==> config.mk <==
export PLATFORM = sky130hd
export DESIGN_NAME = vend_controller
export DESIGN_NICKNAME = d
export VERILOG_FILES = /design/src/rtl/vend_pkg.sv /design/src/rtl/coin_decode.sv /design/src/rtl/vend_controller.sv
export SDC_FILE = /design/constraint.sdc
export NUM_CORES = 1
export LEC_CHECK = 0
export BUFFER_PORTS_ARGS = -buffer_cell sky130_fd_sc_hd__buf_4
export CORE_ASPECT_RATIO = 1.25
export CORE_UTILIZATION = 45
export CTS_CLUSTER_SIZE = 8
export DETAILED_ROUTE_END_ITERATION = 12
export PLACE_DENSITY = 0.69
export SLEW_MARGIN = 20
export SYNTH_ARGS = -nofsm -noshare
export SYNTH_HDL_FRONTEND = slang
export SYNTH_SLANG_ARGS = --single-unit
export TNS_END_PERCENT = 10
==> constraint.sdc <==
create_clock -name clock -period 11.5 [get_ports clock]
set_input_delay 1.725 -clock clock [delete_from_list [all_inputs] [get_ports clock]]
set_output_delay 1.725 -clock clock [all_outputs]
set_load 0.01 [all_outputs]
==> src/rtl/vend_pkg.sv <==
// Shared coin encodings, coin values and FSM state type for the vending controller.
package vend_pkg;

    localparam int unsigned COIN_VAL_W = 5;

    localparam logic [2:0] COIN_Q = 3'b100;
    localparam logic [2:0] COIN_D = 3'b010;
    localparam logic [2:0] COIN_N = 3'b001;

    localparam logic [COIN_VAL_W-1:0] VAL_Q = 5'd25;
    localparam logic [COIN_VAL_W-1:0] VAL_D = 5'd10;
    localparam logic [COIN_VAL_W-1:0] VAL_N = 5'd5;

    typedef enum logic [1:0] {
        S_IDLE,
        S_CREDIT,
        S_VEND,
        S_CHANGE
    } state_t;

    // Largest coin not exceeding the amount; 0 when nothing fits.
    function automatic logic [2:0] greedy_coin(input logic [31:0] amt);
        if (amt >= 32'(VAL_Q))      return COIN_Q;
        else if (amt >= 32'(VAL_D)) return COIN_D;
        else if (amt >= 32'(VAL_N)) return COIN_N;
        else                        return 3'b000;
    endfunction

endpackage

==> src/rtl/coin_decode.sv <==
// One-hot coin to cent value; anything not exactly one-hot is flagged invalid.
module coin_decode
    import vend_pkg::*;
(
    input  logic [2:0]            coin,
    output logic [COIN_VAL_W-1:0] value,
    output logic                  invalid
);

    always_comb begin
        value   = '0;
        invalid = 1'b0;
        case (coin)
            COIN_Q:  value = VAL_Q;
            COIN_D:  value = VAL_D;
            COIN_N:  value = VAL_N;
            default: invalid = 1'b1;
        endcase
    end

endmodule

==> src/rtl/vend_controller.sv <==
// Vending machine controller: coin credit, product vend and greedy change return.
module vend_controller
    import vend_pkg::*;
#(
    parameter int unsigned N_ITEMS    = 4,
    parameter int unsigned PRICE_W    = 8,
    parameter int unsigned CREDIT_W   = 8,
    parameter int unsigned MAX_CREDIT = 100
) (
    input  logic                         clock,
    input  logic                         reset,
    input  logic                         coin_valid,
    input  logic [2:0]                   coin,
    input  logic                         sel_valid,
    input  logic [$clog2(N_ITEMS)-1:0]   sel,
    input  logic [N_ITEMS*PRICE_W-1:0]   prices,
    input  logic                         cancel,
    input  logic                         change_ready,
    output logic                         vend,
    output logic [$clog2(N_ITEMS)-1:0]   vend_item,
    output logic [CREDIT_W-1:0]          credit,
    output logic                         busy,
    output logic                         change_valid,
    output logic [2:0]                   change_coin,
    output logic                         coin_reject,
    output logic                         sel_reject
);

    state_t                state;
    logic [COIN_VAL_W-1:0] in_val;
    logic [COIN_VAL_W-1:0] chg_val;
    logic                  in_invalid;
    logic                  chg_invalid;
    logic [PRICE_W-1:0]    sel_price;
    logic                  sel_in_range;
    logic                  sel_affordable;
    logic                  coin_fits;
    logic [CREDIT_W-1:0]   credit_after_change;

    coin_decode u_in_decode (
        .coin    (coin),
        .value   (in_val),
        .invalid (in_invalid)
    );

    coin_decode u_chg_decode (
        .coin    (change_coin),
        .value   (chg_val),
        .invalid (chg_invalid)
    );

    always_comb begin
        sel_in_range = 32'(sel) < N_ITEMS;
        sel_price    = '0;
        if (sel_in_range)
            sel_price = prices[32'(sel)*PRICE_W +: PRICE_W];
        sel_affordable      = 32'(credit) >= 32'(sel_price);
        coin_fits           = (32'(credit) + 32'(in_val)) <= MAX_CREDIT;
        credit_after_change = chg_invalid ? credit : credit - CREDIT_W'(chg_val);
    end

    always_ff @(posedge clock) begin
        if (reset) begin
            state        <= S_IDLE;
            credit       <= '0;
            vend         <= 1'b0;
            vend_item    <= '0;
            busy         <= 1'b0;
            change_valid <= 1'b0;
            change_coin  <= '0;
            coin_reject  <= 1'b0;
            sel_reject   <= 1'b0;
        end else begin
            vend        <= 1'b0;
            coin_reject <= 1'b0;
            sel_reject  <= 1'b0;
            case (state)
                S_IDLE, S_CREDIT: begin
                    // Priority cancel > coin > selection; lower-priority requests are dropped.
                    if (cancel && state == S_CREDIT) begin
                        coin_reject  <= coin_valid;
                        state        <= S_CHANGE;
                        busy         <= 1'b1;
                        change_valid <= 1'b1;
                        change_coin  <= greedy_coin(32'(credit));
                    end else if (coin_valid) begin
                        if (in_invalid || !coin_fits) begin
                            coin_reject <= 1'b1;
                        end else begin
                            credit <= credit + CREDIT_W'(in_val);
                            state  <= S_CREDIT;
                        end
                    end else if (sel_valid) begin
                        if (sel_in_range && sel_affordable) begin
                            credit    <= credit - CREDIT_W'(sel_price);
                            vend      <= 1'b1;
                            vend_item <= sel;
                            busy      <= 1'b1;
                            state     <= S_VEND;
                        end else begin
                            sel_reject <= 1'b1;
                        end
                    end
                end
                S_VEND: begin
                    coin_reject <= coin_valid;
                    vend_item   <= '0;
                    if (credit == '0) begin
                        state <= S_IDLE;
                        busy  <= 1'b0;
                    end else begin
                        state        <= S_CHANGE;
                        change_valid <= 1'b1;
                        change_coin  <= greedy_coin(32'(credit));
                    end
                end
                S_CHANGE: begin
                    coin_reject <= coin_valid;
                    if (change_ready) begin
                        credit <= credit_after_change;
                        if (credit_after_change == '0) begin
                            state        <= S_IDLE;
                            busy         <= 1'b0;
                            change_valid <= 1'b0;
                            change_coin  <= '0;
                        end else begin
                            change_coin <= greedy_coin(32'(credit_after_change));
                        end
                    end
                end
                default: state <= S_IDLE;
            endcase
        end
    end

endmodule

# Word level (Yosys, flattened, before mapping)
# Cells that the tools add are included.
# word_totals
output_inout_bits	18
input_bits	43
wordCells	123
regBits	20
# classes
reduce_logical	19
n_addsub	4
bitwise_logic	2
n_lt_le_gt_ge	8
muxes	53
n_eq_ne	27
n_shift	1
# op_table
op	n
$mux 8	7
$shiftx 32x6->8	1
$pmux 5 s3	2
$mux 2	14
$mux 3	6
$ne 2x2->1 const B	9
$ne 3x3->1 const B	6
$mux 1	17
$ge 8x3->1 const B	2
$ge 8x4->1 const B	2
$ge 8x5->1 const B	2
$logic_not 8->1	2
$pmux 8 s2	1
$ne 4x4->1 const B	3
$reduce_and 6->1	2
$reduce_and 5->1	2
$add 8x5->9	1
$le 9x7->1 const B	1
$pmux 3 s3	1
$add 8x5->8	1
$ge 8x8->1	1
$sub 8x5->8	1
$sub 8x8->8	1
$eq 3x1->1 const B	2
19 further kinds	27

# Logic depth before layout (Yosys ltp)
# Gate-level depths: netlist of run 1.
# logic_depth
depth_word	11
ltp_mapped	15
ltp_nobuf	14

# Modules after synthesis
# A second synthesis of run 1 with hierarchy kept.
# unflattened
cells_unflattened	342
hier_area_um2	2711.4
# by_module_without_submodules
mod	n_inst	area_each_um2	seq_area_each_um2	cells_per_inst
vend_controller	1	2583.7	400.4	320
coin_decode	2	63.8	0.0	11

# Least setup slack after synthesis of run 1
# OpenSTA, ideal clock, no wires.
# synth_path
kind	input -> register
startpoint	input port sel[0]
endpoint	register credit[5]
setup_ps	135
setup_slack_ps	6625
t_arrival_ps	4741
n_path_buf	2
path_stages	13
t_required_ps	11365
cell_sequence	clkbuf_1 > mux4_2 > ha_1 > fa_1 > nor2b_1 > o31a_1 > o211ai_1 > o2bb2ai_1 > o31ai_1 > a31oi_4 > buf_6 > a21oi_1 > o32ai_1
# synth_between
elab_chain_cells	7
elab_cells_between_ends	10
cone_classes	1 x add/sub; 1 x order compare; 1 x eq/ne; 1 x shift; 5 x mux; 1 x reduce/logical
# synth_lines
item	line_no	source
start, declared	vend_controller.sv:15	input logic [$clog2(N_ITEMS)-1:0] sel,
$shiftx 32x6->8 (*)	vend_controller.sv:56	sel_price = prices[32'(sel)*PRICE_W +: PRICE_W];
$sub 8x8->8	vend_controller.sv:95	credit <= credit - CREDIT_W'(sel_price);
$mux 8	vend_controller.sv:94	if (sel_in_range && sel_affordable) begin
$mux 8	vend_controller.sv:93	end else if (sel_valid) begin
$mux 8	vend_controller.sv:86	end else if (coin_valid) begin
$mux 8	vend_controller.sv:80	if (cancel && state == S_CREDIT) begin
$pmux 8 s2	vend_controller.sv:77	case (state)
end signal, assigned	vend_controller.sv:90	credit <= credit + CREDIT_W'(in_val);
end signal, assigned	vend_controller.sv:95	
end signal, assigned	vend_controller.sv:120	credit <= credit_after_change;
end, declared	vend_controller.sv:21	output logic [CREDIT_W-1:0] credit,
# Mark *: on every way between the ends. The rest lies on a longest branch, timed or not. The select of a mux whose other input is x is not followed.
# A chain may end at the register's enable or synchronous reset.

# Final worst setup path of run 1
# layout_path
startpoint	input port sel[0]
endpoint	register credit[2]
# The elaborated chain is that of the path after synthesis.

==> results_dict.tcl, run 1 <==
set metrics [dict create \
    hold_path.startpoint "change_valid" \
    reg2reg_depth 14 \
    cts_buffers 3 \
    drc 0 \
    cts_max_path_buffers 2 \
    whs_endpoint "change_valid" \
    syn_area_um2 2580 \
    report.final.slew_viol_count 0 \
    path_max_fanout 15 \
    fmax_mhz 217 \
    post_cts.repair.setup_buffers 0 \
    dp_hpwl_mm 5.44 \
    nets 450 \
    arrival_ps 4800 \
    period_share_pct 40.0 \
    status "completed" \
    end_kind "flop" \
    antenna_found_initial 0 \
    r2r_slack_ps 7950 \
    via_count 2696 \
    startpoint_type "input pin" \
    wirelength_mm 6.90 \
    area_growth_syn_to_layout_pct 19.9 \
    die_area_um2 6050 \
    final_cell_mix "buf_4, nand2_1, inv_1" \
    synth_flop_cell "dfxtp_1" \
    wl_per_cell_um 15.4 \
    first_iter_violations 168 \
    ys_warn_count 0 \
    htree_levels 1 \
    synth_edf_count 0 \
    synth_cells 339 \
    max-vdd-ir-drop_uv 42.8 \
    postCtsResizedCells 0 \
    fp.dieW_um 69.8 \
    hold_path_depth 2 \
    p_per_area_nw_per_um2 95.1 \
    drv_cap 0 \
    rows 30 \
    dieHeight_um 86.7 \
    ctsRootBufferMaster "clkbuf_8" \
    critPathLaunch "sel[0]" \
    cts.clk_slew.worst_paths_ps 90 \
    clock_sinks 20 \
    cp.required_ps 11700 \
    syn_avg_cell_area_um2 7.62 \
    cp_top_family "compound AO/OA/AOI/OAI gates" \
    place.gp.congestion 0.848 \
    cts-hold-fix-buffers 0 \
    grt_pass1_vias 2547 \
    dr.pass1.iters 4 \
    rsz0062_at_grt "false" \
    postRouteAntennaNets 0 \
    hold_viol_final 0 \
    track_usage_pct 22.9 \
    setup_violations 0 \
    slowest_delay_ps 520 \
    synth_seq_area_share_pct 15.5 \
    hold_slack_ps 479 \
    r2r-start "change_coin[2]" \
    final_common_cell "buf_4" \
    max-slew-margin-rel_pct 39.6 \
    viasPerCell 6.00 \
    worstSetupPathType "input pin to flop" \
    layout-drive-gt1-share_pct 23.1 \
    yosys.cell_types.count 60 \
    path_cells "buf_4 > mux4_2 > ha_1 > fa_1 > nor2b_1 > o31a_1 > o211ai_1 > o2bb2ai_1 > o31ai_1 > a31oi_4 > a211o_1 > a21oi_1" \
    cp_num_buf_inv 1 \
    port_buffers 60 \
    leakagePower_nw 1.33 \
    initial_core_util_pct 47.1 \
    max_slew.worst_pin.slew_ps 903 \
    synthArstFlopShare_pct 0 \
    overflow 0 \
    worst_hold_path_type "flop to flop" \
    io_pins 61 \
    synth_seq_cells 20 \
    slowest_stage "mux4_2" \
    core_um2 5480 \
    syn_nets 403 \
    antenna_cells 0 \
    grt_max_degree 23 \
    worstReg2RegEnd "state[1]" \
    grt_pass1_wl_mm 11.3 \
    finalClockSkew_ps 6.34 \
    period_needed_ps 4600 \
    setup_tns_ps 0 \
    cts_tree "built" \
    clock_latency_ps 270 \
]
cell usage after synthesis (2+ instances only):
cell,count,share of area (%)
clkbuf_1,11,1.6
nor2_1,25,3.6
nand2_1,33,4.8
nand2b_1,4,0.97
or2_2,5,1.2
a21oi_2,2,0.68
and3_1,4,0.97
o221ai_1,2,0.68
fa_1,3,2.3
mux2_2,2,0.87
ha_1,18,8.7
o21ai_1,2,0.39
buf_2,4,0.77
o21ai_0,16,3.1
o31a_1,2,0.68
nor3b_1,5,1.5
nor2b_1,7,1.7
buf_6,2,0.87
o21ba_2,2,0.77
o21a_1,3,0.87
a21oi_1,23,4.5
mux4_2,8,7.0
nand3_1,7,1.4
dfxtp_1,20,15
nand3b_1,2,0.58
o32ai_1,2,0.68
nor3_1,16,3.1
o2bb2ai_1,2,0.68
a211o_1,4,1.4
o31ai_1,5,1.5
a211oi_1,7,2.0
o211ai_1,7,2.0
nor4_1,3,0.73
mux2i_1,5,1.9
and2_1,3,0.73
xnor2_1,8,2.7
o2111ai_1,3,1.0
a31oi_1,3,0.73
a21o_1,4,1.2
a22o_1,2,0.68
xor2_1,6,2.0
nand4_1,4,0.97
inv_1,26,3.8
flip-flops by register name, summed over array words and instances (netlist names):
signal,count
change_valid,1
coin_reject,1
vend_item,2
busy,1
state,2
sel_reject,1
vend,1
change_coin,3
credit,8
per-stage QoR:
stage	total power, mW	util [%]	setup WS, ps	area (um^2)	std cells
CTS	0.294	56.5	6880	3100	449
finish	0.294	56.5	6900	3100	449
global route	0.313	56.5	6600	3100	449
floorplan	0.182	-	6620	2580	339
global placement	0.219	55.2	6700	3030	445
detailed placement	0.222	55.2	6590	3030	445
per-layer routing:
| layer | part of all wire [%] | routed length, um | global-route usage, % | vias to the layer above |
|---|---|---|---|---|
| li1 | - | - | - | 1336 |
| met1 | 43 | 3000 | 27.5 | 1266 |
| met2 | 50 | 3460 | 42.5 | 77 |
| met3 | 3.6 | 247 | 1.74 | 17 |
| met4 | 2.9 | 197 | 8.55 | 0 |
| met5 | 0 | 0 | 0 | - |
worst max path at each step:
stage / endpoint / cells past startpoint
final: credit[2] / 12
after detailed placement: credit[2] / 12
after CTS: credit[2] / 12
after global placement: credit[7] / 12
after floorplan: credit[5] / 13
after global routing: credit[4] / 12
cell families (layout without fill, tap and decap cells):
group | count (synthesis) | after routing | share of synthesized area, %
and+or+nand+nor | 123 | 123 | 23.9
DFF | 20 | 20 | 15.5
AOI/OAI and AO/OA | 102 | 102 | 27.8
muxes | 15 | 15 | 9.78
buffers and inverters | 44 | 90 | 7.17
xor gates and xnor gates | 14 | 14 | 4.75
adders and majority gates | 21 | 21 | 11.0
layout make-up:
class,count,area (um^2)
fill,551,2380
multi-input combinational,275,2000
timing repair buffer,60,450
sequential,20,400
inverter,26,97.6
tap,64,80.1
clock buffer,3,41.3
clock inverter,1,30.0
worst reg2reg max path: stages, from the launching register on:
cell,delay (ps)
dfxtp_1,500
nor3b_1,270
inv_1,110
nand2_1,90
ha_1,190
inv_1,60
fa_1,390
a211oi_1,350
nor3b_1,140
nor4_2,370
xnor2_1,190
nand4_1,260
a211oi_1,280
a2bb2oi_1,190
nor2_1,50
where the power goes:
part | total, mW | switching [mW] | internal, mW
Clock | 0.0734 | 0.0268 | 0.0466
Sequential | 0.0843 | 0.0104 | 0.0738
Combinational | 0.137 | 0.0730 | 0.0638
Total | 0.294 | 0.110 | 0.184
(Power assumes the default switching activity.)
==> run 2, diff against run 1 <==
==> constraint.sdc (replaced) <==
create_clock -name clock -period 4.45 [get_ports clock]
set_input_delay 0.6675 -clock clock [delete_from_list [all_inputs] [get_ports clock]]
set_output_delay 0.6675 -clock clock [all_outputs]
set_load 0.01 [all_outputs]
==> run 2 against run 1 <==
Sequential share of layout area hardly changed. Clock-buffer cell count unchanged. Clock power grew to 2.5 times the previous value. Cell count grew 0.22%. Cell area increased by 0.24%. Register-to-register slack worse by 7000 ps. Hold slack better by 2.4 ps. Largest power group unchanged.
==> results_dict.tcl, run 2 (same netlist as run 1, synthesis figures left out) <==
set metrics [dict create \
    ctsRootBufferMaster "clkbuf_8" \
    viasPerCell 5.91 \
    power.total_mw 0.754 \
    drc 0 \
    nFillCells 518 \
    htree_levels 1 \
    cts_tree "built" \
    grt_pass1_vias 2504 \
    cts.clk_slew.worst_paths_ps 80 \
    die_area_um2 6050 \
    startpoint_type "input pin" \
    final-seq-area_um2 400 \
    p_per_area_nw_per_um2 243 \
    arrival_ps 3720 \
    status "completed" \
    fp.dieW_um 69.8 \
    cts_max_path_buffers 2 \
    nets 451 \
    postCtsResizedCells 0 \
    port_buffers 60 \
    max_slew.worst_pin.slew_ps 919 \
    final_cell_mix "buf_4, nand2_1, inv_1" \
    hold_viol_final 0 \
    initial_core_util_pct 47.1 \
    top_regs "credit (8), change_coin (3)" \
    regMostFlops "credit" \
    place.gp.congestion 0.859 \
    layout-drive-gt1-share_pct 23.3 \
    clock_latency_ps 260 \
    max-slew-margin-rel_pct 38.5 \
    via_count 2659 \
    reg2reg_depth 14 \
    clock_sinks 20 \
    grt_max_degree 23 \
    wirelength_mm 6.78 \
    finalClockSkew_ps 7.48 \
    dr.pass1.iters 4 \
    finish.utilization_pct 56.7 \
    post_cts.repair.setup_buffers 0 \
    postRouteAntennaNets 0 \
    max-vdd-ir-drop_uv 136 \
    worstSetupPathType "input pin to flop" \
    dp.cells 446 \
    setup_violations 0 \
    first_iter_violations 181 \
    dieHeight_um 86.7 \
    final_common_cell "buf_4" \
    antenna_found_initial 0 \
    worst_hold_path_type "flop to flop" \
    drv_cap 0 \
    area_growth_syn_to_layout_pct 20.2 \
    io_pins 61 \
    largest_reg_flops 8 \
    grt_pass1_wl_mm 11.3 \
    rows 30 \
    track_usage_pct 22.7 \
    report.final.slew_viol_count 0 \
    instances_no_fill 450 \
    cts-hold-fix-buffers 0 \
    core_um2 5480 \
    period_share_pct 79.4 \
    wl_per_cell_um 15.1 \
    path_max_fanout 15 \
    cp.required_ps 4640 \
    rsz0062_at_grt "false" \
    multi_input_area_um2 2000 \
    leakagePower_nw 1.33 \
    hold_path_depth 2 \
    setup_tns_ps 0 \
    period_needed_ps 3530 \
    dp_hpwl_mm 5.38 \
    end_kind "flop" \
    hold_slack_ps 481 \
    antenna_cells 0 \
    fmax_mhz 283 \
    cts_buffers 3 \
    overflow 0 \
]
run 2: where the power goes:
part | leakage (nW) | switching, mW | total [mW] | internal (mW)
clock network | 0.0357 | 0.0644 | 0.184 | 0.120
logic | 1.13 | 0.188 | 0.354 | 0.166
registers | 0.163 | 0.0253 | 0.216 | 0.191
run 2: through the flow:
step	setup WS, ps	cell area [um^2]
2_1_floorplan	632	2580
3_3_place_gp	712	3030
3_5_place_dp	630	3030
4_1_cts	908	3110
5_1_grt	617	3110
6_report	918	3110
run 2: worst paths after layout:
kind	to	from	slack, ps
worst max-delay path	credit[2]	sel[0]	920
worst max register to register	state[1]	change_coin[2]	950
worst min-delay path	change_valid	change_valid	480
worst min register to register	change_valid	change_valid	480
run 2: cell type report:
class / instances / area share (%)
clock buffer: 3 / 1.33
timing repair buffer: 61 / 14.7
clock inverter: 1 / 0.967
sequential: 20 / 12.9
multi-input combinational: 275 / 64.3
tap: 64 / 2.58
inverter: 26 / 3.14
run 2: critical path, cell delays in order:
cell,delay (ps)
buf_4,180
mux4_2,520
ha_1,220
fa_1,380
nor2b_1,190
o31a_1,190
o211ai_1,110
o2bb2ai_1,250
o31ai_1,420
a31oi_4,150
a211o_1,330
a21oi_1,110
run 2: metal layers:
layer	up-vias	track usage, %	part of all wire, %	wire, um
li1	1342	-	-	-
met1	1231	28.4	44	2990
met2	77	40.3	50	3370
met3	9	1.86	4.2	287
met4	0	9.09	2.0	133
met5	-	0	0	0
==> run 3, diff against run 2 <==
==> constraint.sdc (replaced) <==
create_clock -name clock -period 3.6 [get_ports clock]
set_input_delay 0.54 -clock clock [delete_from_list [all_inputs] [get_ports clock]]
set_output_delay 0.54 -clock clock [all_outputs]
set_load 0.01 [all_outputs]
==> run 3 against run 2 <==
Clock skew is 3.8 ps lower. First-iteration DRC count decreased by 7.7%. Sequential share of layout area fell by 0.26 points.
==> results_dict.tcl, run 3 (same netlist as run 1, synthesis figures left out) <==
set metrics [dict create \
    drc 0 \
    reg2reg_depth 14 \
    clock_sinks 20 \
    wirelength_mm 6.91 \
    rsz0062_at_grt "true" \
    grt_pass1_vias 2536 \
    whs_endpoint "change_valid" \
    ctsRootBufferMaster "clkbuf_8" \
    drv_cap 0 \
    p_per_area_nw_per_um2 274 \
    overflow 0 \
    fmax_mhz 298 \
    final_common_cell "buf_4" \
    worstSetupPathType "input pin to flop" \
    worst_hold_path_type "flop to flop" \
    first_iter_violations 167 \
    setup_tns_ps 0 \
    hold_path.startpoint "change_valid" \
    cts.clk_slew.worst_paths_ps 70 \
    startpoint_type "input pin" \
    nets 461 \
    grt_max_degree 23 \
    viasPerCell 5.98 \
    arrival_ps 3550 \
    top_regs "credit (8), change_coin (3)" \
    period_share_pct 93.1 \
    cts_buffers 3 \
    setup_violations 0 \
    initial_core_util_pct 47.1 \
    max_slew.worst_pin.slew_ps 667 \
    antenna_found_initial 0 \
    hold_viol_final 0 \
    leakagePower_nw 1.38 \
    cts_max_path_buffers 2 \
    rows 30 \
    postRouteAntennaNets 0 \
    dr.pass1.iters 4 \
    clock_latency_ps 260 \
    via_count 2743 \
    htree_levels 1 \
    period_needed_ps 3350 \
    fp.dieW_um 69.8 \
    nFillCells 537 \
    grt_pass1_wl_mm 11.3 \
    wl_per_cell_um 15.1 \
    final_cell_mix "buf_4, nand2_1, inv_1" \
    largest_reg_flops 8 \
    dp_hpwl_mm 5.54 \
    antenna_cells 0 \
    area_growth_syn_to_layout_pct 22.7 \
    dieHeight_um 86.7 \
    port_buffers 60 \
    worstReg2RegEnd "state[1]" \
    hold_path_depth 2 \
    report.final.slew_viol_count 0 \
    die_area_um2 6050 \
    finalClockSkew_ps 3.67 \
    place.gp.congestion 0.875 \
    critPathLaunch "coin[2]" \
    regMostFlops "credit" \
    layout-drive-gt1-share_pct 26.1 \
    io_pins 61 \
    track_usage_pct 22.8 \
    max-vdd-ir-drop_uv 125 \
    status "completed" \
    end_kind "flop" \
    path_max_fanout 14 \
    cts_tree "built" \
    r2r_slack_ps 380 \
    r2r-start "change_coin[1]" \
    core_um2 5480 \
    hold_slack_ps 476 \
    cp.required_ps 3800 \
    max-slew-margin-rel_pct 54.4 \
]
[run 3: worst max path at each step]
stage,end,cells past startpoint
2_1_floorplan,credit[5],13
3_3_place_gp,credit[4],15
3_5_place_dp,credit[1],14
4_1_cts,credit[4],15
5_1_grt,credit[1],14
6_report,credit[4],15
[run 3: metrics by stage]
step           instances  total power, mW  setup WS [ps]  utilization, %  area [um^2]
6_report             459            0.869            247            57.9         3170
5_1_grt              459            0.932          -11.4            57.9         3170
4_1_cts              459            0.865            220            57.5         3150
3_5_place_dp         456            0.721          -25.5            56.7         3110
3_3_place_gp         456            0.715           46.5            56.7         3110
2_1_floorplan        339            0.582            127               -         2580
[run 3: area by class of cell]
class / instances / area [um^2] / share of cell area, %
Multi-Input combinational cell: 275 / 2020 / 63.7
Timing Repair Buffer: 71 / 533 / 16.8
Sequential cell: 20 / 400 / 12.6
Inverter: 26 / 97.6 / 3.08
Tap cell: 64 / 80.1 / 2.53
Clock buffer: 3 / 41.3 / 1.30
[run 3: critical path, stage by stage]
cell	delay (ps)
buf_4	120
nor3b_2	160
or2_2	310
ha_1	220
inv_1	70
fa_1	240
nor2b_1	60
o21ai_0	330
o22ai_1	140
xnor2_1	180
a211o_1	400
a31oi_4	400
buf_4	200
nand2_1	50
a21oi_1	110
[run 3: per-layer routing]
layer / vias up / wire length [um] / global-route usage (%)
li1: 1365 / - / -
met1: 1289 / 2950 / 27.2
met2: 75 / 3560 / 43.2
met3: 14 / 241 / 2.09
met4: 0 / 159 / 6.73
met5: - / 0 / 0
[run 3: power by group]
part / switching, mW / total, mW / internal, mW
sequential: 0.0231 / 0.259 / 0.236
combinational: 0.246 / 0.464 / 0.217
clock: 0.0720 / 0.147 / 0.0745
total: 0.341 / 0.869 / 0.528
[run 3: timing repair]
action / CTS / global route
hold buffers: 0 / 0
buffers inserted: 0 / 0
gates resized for setup: 0 / 4
setup endpoints to repair: 0 / 4
